$ cat src/rtl/vga_text_renderer.sv
// Text-mode VGA renderer: raster counters, 5-stage text/font pixel pipeline,
// and a frame-synchronous double-buffer swap handshake.
`timescale 1ns/1ps
module vga_text_renderer #(
    parameter int H_VIS = 640,
    parameter int V_VIS = 480
) (
    input  logic        clk,
    input  logic        rst,
    output logic [12:0] read_address,
    input  logic [31:0] read_data,
    output logic [9:0]  font_addr,
    input  logic [7:0]  font_data,
    input  logic        swap_req,
    output logic        switch_buffer,
    output logic        swap_done,
    output logic [7:0]  vga_r,
    output logic [7:0]  vga_g,
    output logic [7:0]  vga_b,
    output logic        vga_hs,
    output logic        vga_vs,
    output logic        vga_blank_n
);
    // Blanking geometry: 16/96/48 horizontal porches, 10/2/33 vertical.
    localparam logic [9:0]  H_VIS_C  = 10'(H_VIS);
    localparam logic [9:0]  V_VIS_C  = 10'(V_VIS);
    localparam logic [9:0]  H_LAST   = 10'(H_VIS + 159);
    localparam logic [9:0]  HS_FIRST = 10'(H_VIS + 16);
    localparam logic [9:0]  HS_LAST  = 10'(H_VIS + 111);
    localparam logic [9:0]  V_LAST   = 10'(V_VIS + 44);
    localparam logic [9:0]  VS_FIRST = 10'(V_VIS + 10);
    localparam logic [9:0]  VS_LAST  = 10'(V_VIS + 11);
    localparam logic [12:0] COLS     = 13'(H_VIS / 8);

    // state  | meaning
    // ACTIVE | visible lines are being scanned; swaps wait for the boundary
    // VBLANK | vertical blanking; buffer already switched for this frame
    typedef enum logic {ACTIVE = 1'b0, VBLANK = 1'b1} state_t;

    logic [9:0]       h_cnt, v_cnt;
    logic             vis_raw, hs_raw, vs_raw;
    logic [3:0]       vis_p, hs_p, vs_p;
    logic [2:0][2:0]  vrow_p;
    logic [3:0][2:0]  hpix_p;
    logic             inv_q;
    logic [2:0]       fg_q, bg_q;
    logic             pix_on;
    logic [2:0]       colour;
    logic             unused_bits;
    state_t           state, state_next;
    logic             swap_pending, fire;

    always_ff @(posedge clk or negedge rst) begin
        if (!rst) begin
            h_cnt <= '0;
            v_cnt <= '0;
        end else if (h_cnt == H_LAST) begin
            h_cnt <= '0;
            v_cnt <= (v_cnt == V_LAST) ? '0 : v_cnt + 10'd1;
        end else begin
            h_cnt <= h_cnt + 10'd1;
        end
    end

    assign vis_raw = (h_cnt < H_VIS_C) && (v_cnt < V_VIS_C);
    assign hs_raw  = (h_cnt >= HS_FIRST) && (h_cnt <= HS_LAST);
    assign vs_raw  = (v_cnt >= VS_FIRST) && (v_cnt <= VS_LAST);

    assign read_address = vis_raw ? (13'(v_cnt[8:3]) * COLS + 13'(h_cnt[9:3])) : '0;
    assign unused_bits  = ^read_data[31:14];

    // Sync/visible flags travel the same depth as pixel data so all outputs align.
    always_ff @(posedge clk or negedge rst) begin
        if (!rst) begin
            vis_p     <= '0;
            hs_p      <= '0;
            vs_p      <= '0;
            vrow_p    <= '0;
            hpix_p    <= '0;
            font_addr <= '0;
            inv_q     <= 1'b0;
            fg_q      <= '0;
            bg_q      <= '0;
        end else begin
            vis_p     <= {vis_p[2:0], vis_raw};
            hs_p      <= {hs_p[2:0], hs_raw};
            vs_p      <= {vs_p[2:0], vs_raw};
            vrow_p    <= {vrow_p[1:0], v_cnt[2:0]};
            hpix_p    <= {hpix_p[2:0], h_cnt[2:0]};
            font_addr <= {read_data[6:0], vrow_p[2]};
            inv_q     <= read_data[7];
            fg_q      <= read_data[10:8];
            bg_q      <= read_data[13:11];
        end
    end

    assign pix_on = font_data[3'd7 - hpix_p[3]] ^ inv_q;
    assign colour = pix_on ? fg_q : bg_q;

    always_ff @(posedge clk or negedge rst) begin
        if (!rst) begin
            vga_r       <= 8'h00;
            vga_g       <= 8'h00;
            vga_b       <= 8'h00;
            vga_hs      <= 1'b1;
            vga_vs      <= 1'b1;
            vga_blank_n <= 1'b0;
        end else begin
            vga_r       <= (vis_p[3] && colour[2]) ? 8'hFF : 8'h00;
            vga_g       <= (vis_p[3] && colour[1]) ? 8'hFF : 8'h00;
            vga_b       <= (vis_p[3] && colour[0]) ? 8'hFF : 8'h00;
            vga_hs      <= ~hs_p[3];
            vga_vs      <= ~vs_p[3];
            vga_blank_n <= vis_p[3];
        end
    end

    always_ff @(posedge clk or negedge rst) begin
        if (!rst) begin
            state        <= ACTIVE;
            swap_pending <= 1'b0;
        end else begin
            state <= state_next;
            if (fire)
                swap_pending <= 1'b0;
            else if (swap_req)
                swap_pending <= 1'b1;
        end
    end

    // A request landing on the boundary cycle itself is honoured immediately.
    always_comb begin
        state_next = state;
        fire       = 1'b0;
        case (state)
            ACTIVE: begin
                if (h_cnt == '0 && v_cnt == V_VIS_C) begin
                    state_next = VBLANK;
                    fire       = swap_pending | swap_req;
                end
            end
            VBLANK: begin
                if (h_cnt == '0 && v_cnt == '0)
                    state_next = ACTIVE;
            end
            default: state_next = ACTIVE;
        endcase
    end

    assign switch_buffer = fire;
    assign swap_done     = fire;

endmodule

$ cat config.mk
export PLATFORM = sky130hd
export DESIGN_NAME = vga_text_renderer
export DESIGN_NICKNAME = d
export VERILOG_FILES = /design/src/rtl/vga_text_renderer.sv
export SDC_FILE = /design/constraint.sdc
export NUM_CORES = 1
export LEC_CHECK = 0
export ABC_AREA = 1
export ABC_CLOCK_PERIOD_IN_PS = 2570
export CORE_AREA = 2 2 103 105
export DETAILED_ROUTE_END_ITERATION = 10
export DIE_AREA = 0 0 105 107
export PLACE_DENSITY_LB_ADDON = 0.25
export SETUP_SLACK_MARGIN = 0.1
export SYNTH_ARGS = -nofsm -noshare
export SYNTH_HDL_FRONTEND = slang
export SYNTH_SLANG_ARGS = --single-unit
$ cat constraint.sdc
create_clock -name clk -period 2.57 [get_ports clk]
set_clock_uncertainty 0.2 [all_clocks]
set_input_delay 0.257 -clock clk [delete_from_list [all_inputs] [get_ports clk]]
set_output_delay 0.257 -clock clk [all_outputs]
set_load 0.01 [all_outputs]
# Word-level counts from Yosys, hierarchy flattened
# Cells that the tools add are included.
# Widths: inputs -> output; s select.
# op_classes
multipliers,1
n_reduce_logical,11
order_cmp,7
eq_ne,3
addsub,4
bitwise,5
muxes,16
# op_table
operator,n
$mux 8,3
$add 10x1->10 const B,2
$eq 10x10->1 const B,2
$logic_not 10->1,2
$mux 10,2
$add 13x7->13,1
$mux 13,1
$eq 10x9->1 const B,1
$ge 10x10->1 const B,1
$ge 10x9->1 const B,1
$le 10x10->1 const B,1
$le 10x9->1 const B,1
$lt 10x10->1 const B,1
$lt 10x9->1 const B,1
$mul 6x3->9 const B,1
$logic_and 1x1->1,8
$mux 1,7
$lt 3x4->1 const B,1
$bmux 1 s3,1
$mux 3,1
$not 1->1,3
$sub 3x3->3 const A,1
$pmux 1 s2,1
$reduce_bool 2->1,1
other kinds (2),2
# word_totals
input_bits,43
regBits,99

# Depth between registers and ports, before layout
# logic_depth
ltp_word,7
depth_mapped,11
mapped_depth_nobuf,11

# Worst setup path after synthesis
# No wires, ideal clock.
# synth_timing
path_type,register to output
from,register v_cnt[4]
to,output read_address[12]
n_path_buf,0
arrival_ns,2.091
path_slack_ns,0.022
path_stages_with_launch,9
path_cell_list,dfrtp_1 ha_1 ha_1 fa_1 xor2_1 inv_1 nor2_1 nand3_1 a21oi_1
# synth_via
elab_chain_len,3
elab_cells_between_ends,5
classes_between,1 x add/sub; 1 x mul; 1 x order compare; 1 x mux; 1 x reduce/logical
# synth_lines
item,line_no,text
start: declaration,40,"logic [9:0] h_cnt, v_cnt;"
start signal: assignment,59,v_cnt <= (v_cnt == V_LAST) ? '0 : v_cnt + 10'd1;
$mul 6x3->9 / $lt 10x9->1 (equally long branches),"69, 65",
$add 13x7->13 / $logic_and 1x1->1 (equally long branches),"69, 65",
$mux 13 *,69,assign read_address = vis_raw ? (13'(v_cnt[8:3]) * COLS + 13'(h_cnt[9:3])) : '0;
end: declaration,10,"output logic [12:0] read_address,"
# Every way passes the cells marked *; elsewhere a longest branch is shown, timed or not.

# Worst setup path in the final report
# layout_timing
from,register v_cnt[4]
to,output read_address[9]
# The elaborated chain is that of the path after synthesis.

==> metrics.txt <==
# TYPE chip_impl_metric gauge
chip_impl_metric{name="final.hold.worst_slack",unit="ps"} 143
chip_impl_info{name="failed_checks",value="negative setup slack"} 1
chip_impl_metric{name="avgRoutedWirePerCell",unit="um"} 12.3
chip_impl_metric{name="synthMuxAreaShare",unit="%"} 0
chip_impl_metric{name="mappedNetlistNets",unit=""} 411
chip_impl_metric{name="synthCells",unit=""} 351
chip_impl_metric{name="starting_density_of_the_core",unit="%"} 34.5
chip_impl_metric{name="grt_start_max_net_pins",unit=""} 47
chip_impl_metric{name="drtPass1Iterations",unit=""} 4
chip_impl_metric{name="antenna_cells",unit=""} 0
chip_impl_info{name="cp_slowest_cell",value="dfrtp_1"} 1
chip_impl_metric{name="cellPowerDensity",unit="mW/mm2"} 474
chip_impl_info{name="grt_setup_unrepaired",value="yes"} 1
chip_impl_info{name="cts_tree",value="built"} 1
chip_impl_metric{name="synth-compound-area-share",unit="%"} 5.47
chip_impl_metric{name="final_hold_vio_count",unit=""} 0
chip_impl_metric{name="clock_insertion_delay_worst_skew",unit="ps"} 350
chip_impl_metric{name="post_synth_instance_area",unit="mm2"} 0.00348
chip_impl_metric{name="timing_max_transition_violations_final",unit=""} 0
chip_impl_info{name="mostFrequentLayoutCells",value="dfrtp_1 (75), clkdlybuf4s50_1 (60), nand2_1 (43), inv_1 (42), nor2_1 (31)"} 1
chip_impl_metric{name="ys_async_sr_fraction",unit="%"} 100
chip_impl_metric{name="htree_levels",unit=""} 3
chip_impl_metric{name="rel_slew_slack",unit="%"} 71.8
chip_impl_metric{name="num_rows",unit=""} 37
chip_impl_info{name="timing.critical_path.mode_cell",value="buf_4"} 1
chip_impl_info{name="layout_commonest_cell",value="dfrtp_1"} 1
chip_impl_info{name="worstSetupStartpointType",value="flip-flop"} 1
chip_impl_metric{name="synth_adder_area_share",unit="%"} 6.55
chip_impl_info{name="synth_top_family_by_area",value="simple AND/OR/NAND/NOR gates"} 1
chip_impl_metric{name="cts-buffers-inserted",unit=""} 9
chip_impl_metric{name="cts.clk_slew.worst_paths",unit="ps"} 80
chip_impl_metric{name="final_layout_size_suffix_gt1_share",unit="%"} 26.1
chip_impl_metric{name="globalplace.congestion",unit=""} 0.875
chip_impl_info{name="worstPathCellList",value="ha_4 > ha_4 > fa_2 > xor2_2 > buf_4 > buf_4 > buf_4 > o21ai_2 > a21oi_1 > buf_2"} 1
chip_impl_info{name="clockRootBuffer",value="clkbuf_8"} 1
chip_impl_metric{name="design.die.area",unit="mm2"} 0.0112
chip_impl_metric{name="post-route-worst-setup-slack",unit="ps"} -331
chip_impl_metric{name="grt_first_pass_wirelength",unit="mm"} 11.5
chip_impl_metric{name="vias",unit=""} 2673
chip_impl_metric{name="synth-warning-count",unit=""} 0
chip_impl_metric{name="cp_slowest_stage_delay",unit="ps"} 420
chip_impl_metric{name="core_area",unit="mm2"} 0.0101
chip_impl_metric{name="synth-seq-cells",unit=""} 78
chip_impl_metric{name="via_cell_ratio",unit=""} 4.52
chip_impl_metric{name="power_frac_comb",unit="%"} 7.9
chip_impl_metric{name="cap_viol_max_count",unit=""} 0
chip_impl_metric{name="synth-simple-area-share",unit="%"} 17.8
chip_impl_info{name="min_path_type",value="input pin to flip-flop"} 1
chip_impl_metric{name="globalRoute.totalOverflow",unit=""} 0
chip_impl_info{name="result_of_the_run",value="complete, but fails checks"} 1
chip_impl_metric{name="clock_path_buffers",unit=""} 2
chip_impl_metric{name="worst-slew-pin-transition",unit="ps"} 423
chip_impl_metric{name="fin_cells",unit=""} 592
chip_impl_metric{name="leakage",unit="nW"} 2.32
chip_impl_metric{name="final.period_utilization",unit="%"} 113
chip_impl_metric{name="p_int",unit="mW"} 1.81
chip_impl_metric{name="fmax",unit="GHz"} 0.345
chip_impl_metric{name="setup-violations-final",unit=""} 5
chip_impl_metric{name="seqPwrFrac",unit="%"} 53.4
chip_impl_metric{name="dp.cells",unit=""} 562
chip_impl_metric{name="antenna_violating_nets_post_route",unit=""} 0
chip_impl_metric{name="power_frac_clock",unit="%"} 38.7
chip_impl_info{name="dominantRegCellSynth",value="dfrtp_1"} 1
chip_impl_metric{name="max-vdd-ir-drop",unit="V"} 0.000212
chip_impl_metric{name="port_buffers",unit=""} 76
chip_impl_metric{name="nets",unit=""} 511
chip_impl_metric{name="critical_path.max_fanout",unit=""} 2
chip_impl_info{name="critical_path_capture_point_type",value="output pin"} 1
chip_impl_metric{name="cp_data_arrival_time",unit="ps"} 2440
chip_impl_metric{name="global_routing_usage_summed_across_all_routing_layers",unit="%"} 12.9
chip_impl_metric{name="grt_pass1_vias",unit=""} 2492
chip_impl_metric{name="die-height",unit="um"} 107
chip_impl_metric{name="power.share.switching",unit="%"} 22.9
chip_impl_info{name="timing_worst_setup_path_type",value="flip-flop to output pin"} 1
chip_impl_metric{name="first_iter_violations",unit=""} 98
chip_impl_metric{name="areaGrowthSynthToFinish",unit="%"} 42.4
chip_impl_metric{name="ioPinCount",unit=""} 95
chip_impl_metric{name="number_of_enable_type_register_cells_in_the_synthesized_netlist",unit=""} 0
chip_impl_metric{name="synth_cell_types",unit=""} 33
chip_impl_metric{name="grt_antenna_before_repair",unit=""} 0
chip_impl_metric{name="synth_xor_area_share",unit="%"} 3.02
chip_impl_metric{name="worst_ep_required_time",unit="ps"} 2110
chip_impl_metric{name="net-switching-power",unit="mW"} 0.537
chip_impl_metric{name="synth.yosys.seq_area_share",unit="%"} 56.2
chip_impl_metric{name="place.detailed.hpwl",unit="mm"} 4.83
chip_impl_metric{name="timing.final.crit_period",unit="ps"} 2900
chip_impl_metric{name="post-route-drc-count",unit=""} 0
chip_impl_metric{name="syn-mean-instance-area",unit="um2"} 9.91
chip_impl_metric{name="cts.sink_count",unit=""} 78
chip_impl_metric{name="floorplan.die.width",unit="um"} 105
chip_impl_metric{name="routed_wl",unit="mm"} 7.28
registers in the layout, summed over array words and instances, names as in the netlist:
| signal | count |
|---|---|
| hpix_p | 12 |
| font_addr | 10 |
| h_cnt | 10 |
| v_cnt | 10 |
| vrow_p | 9 |
| hs_p | 4 |
| vis_p | 4 |
| vs_p | 4 |
| bg_q | 3 |
| fg_q | 3 |
| inv_q | 1 |
| state | 1 |
| swap_pending | 1 |
| vga_b | 1 |
| vga_blank_n | 1 |
| vga_g | 1 |
| vga_hs | 1 |
| vga_r | 1 |
| vga_vs | 1 |
final timing paths:
path,from,endpoint,slack (ps),depth (start not counted)
hold / removal,read_data[0],font_addr[3],140,1
setup / recovery,v_cnt[4],read_address[9],-330,10
max in group asynchronous,rst,vga_vs,1340,3
min in group asynchronous,rst,hpix_p[9],200,2
setup reg to reg,v_cnt[4],v_cnt[2],660,8
hold reg to reg,hpix_p[4],hpix_p[7],150,0
layout make-up:
class                   instances  area (um2)
inverters                      52         204
multi-input cells             197        1410
fillers                       957        5140
clock buffers                  10         128
well taps                     136         170
repair buffers                113        1020
clock inverters                 6        68.8
flip-flops and latches         78        1960
what timing repair did:
action | CTS | global route
pin swaps | 8 | 21
hold buffers | 1 | 0
buffers inserted | 5 | 8
setup endpoints to repair | 15 | 10
resized for setup | 48 | 51
hold endpoints to repair | 32 | 0
metrics by stage:
stage	total power [mW]	utilization (%)	setup TNS, ps	cell area [um2]	setup slack (ps)
after floorplan	1.36	-	0	3490	98.6
after global routing	2.45	49.1	-1660	4950	-415
after CTS	2.38	46.6	-1820	4710	-438
after global placement	1.46	43.8	-1630	4420	-383
final	2.35	49.1	-1180	4950	-331
after detailed placement	1.47	43.8	-1780	4420	-437
cell families after synthesis:
| family | count (synthesis) |
|---|---|
| compound gates | 34 |
| fa+ha+maj | 17 |
| xor+xnor | 12 |
| simple gates | 134 |
| buf+inv | 76 |
| flops | 78 |
cell usage after synthesis (all sizes together), types with 4 or more instances:
cell type | number | share of area (%)
buf | 24 | 5.2
dfrtp | 76 | 55
nand3 | 30 | 5.0
nor3 | 9 | 1.7
nand4 | 7 | 1.3
xnor2 | 4 | 1.0
nor2 | 38 | 4.2
xor2 | 8 | 2.0
o21ai | 17 | 2.6
ha | 15 | 5.4
nand2 | 49 | 5.5
a21oi | 11 | 1.6
inv | 52 | 5.8
per-layer routing:
layer / up-vias / wire length (um) / global-route usage, %
met5: - / 0 / 0
met4: 0 / 182 / 6.57
met3: 16 / 482 / 3.95
met2: 97 / 3470 / 20.4
met1: 1258 / 3150 / 16.1
li1: 1302 / - / -
power by group through the flow:
| stage | Combinational (mW) | Clock [mW] | Sequential (mW) |
|---|---|---|---|
| floorplan | 0.0770 | 0 | 1.28 |
| global placement | 0.186 | 0 | 1.28 |
| detailed placement | 0.188 | 0 | 1.28 |
| CTS | 0.190 | 0.937 | 1.25 |
| global route | 0.201 | 0.988 | 1.26 |
| finish | 0.185 | 0.907 | 1.25 |
critical path: cells and delay by family (launching register included):
kind | cells | cell delay (ps)
adder cells (fa/ha/maj) | 3 | 780
buffers and inverters | 4 | 530
flip-flops | 1 | 420
AO/OA/AOI/OAI | 2 | 200
XOR/XNOR | 1 | 160
Power figures use the tool's default switching activity.
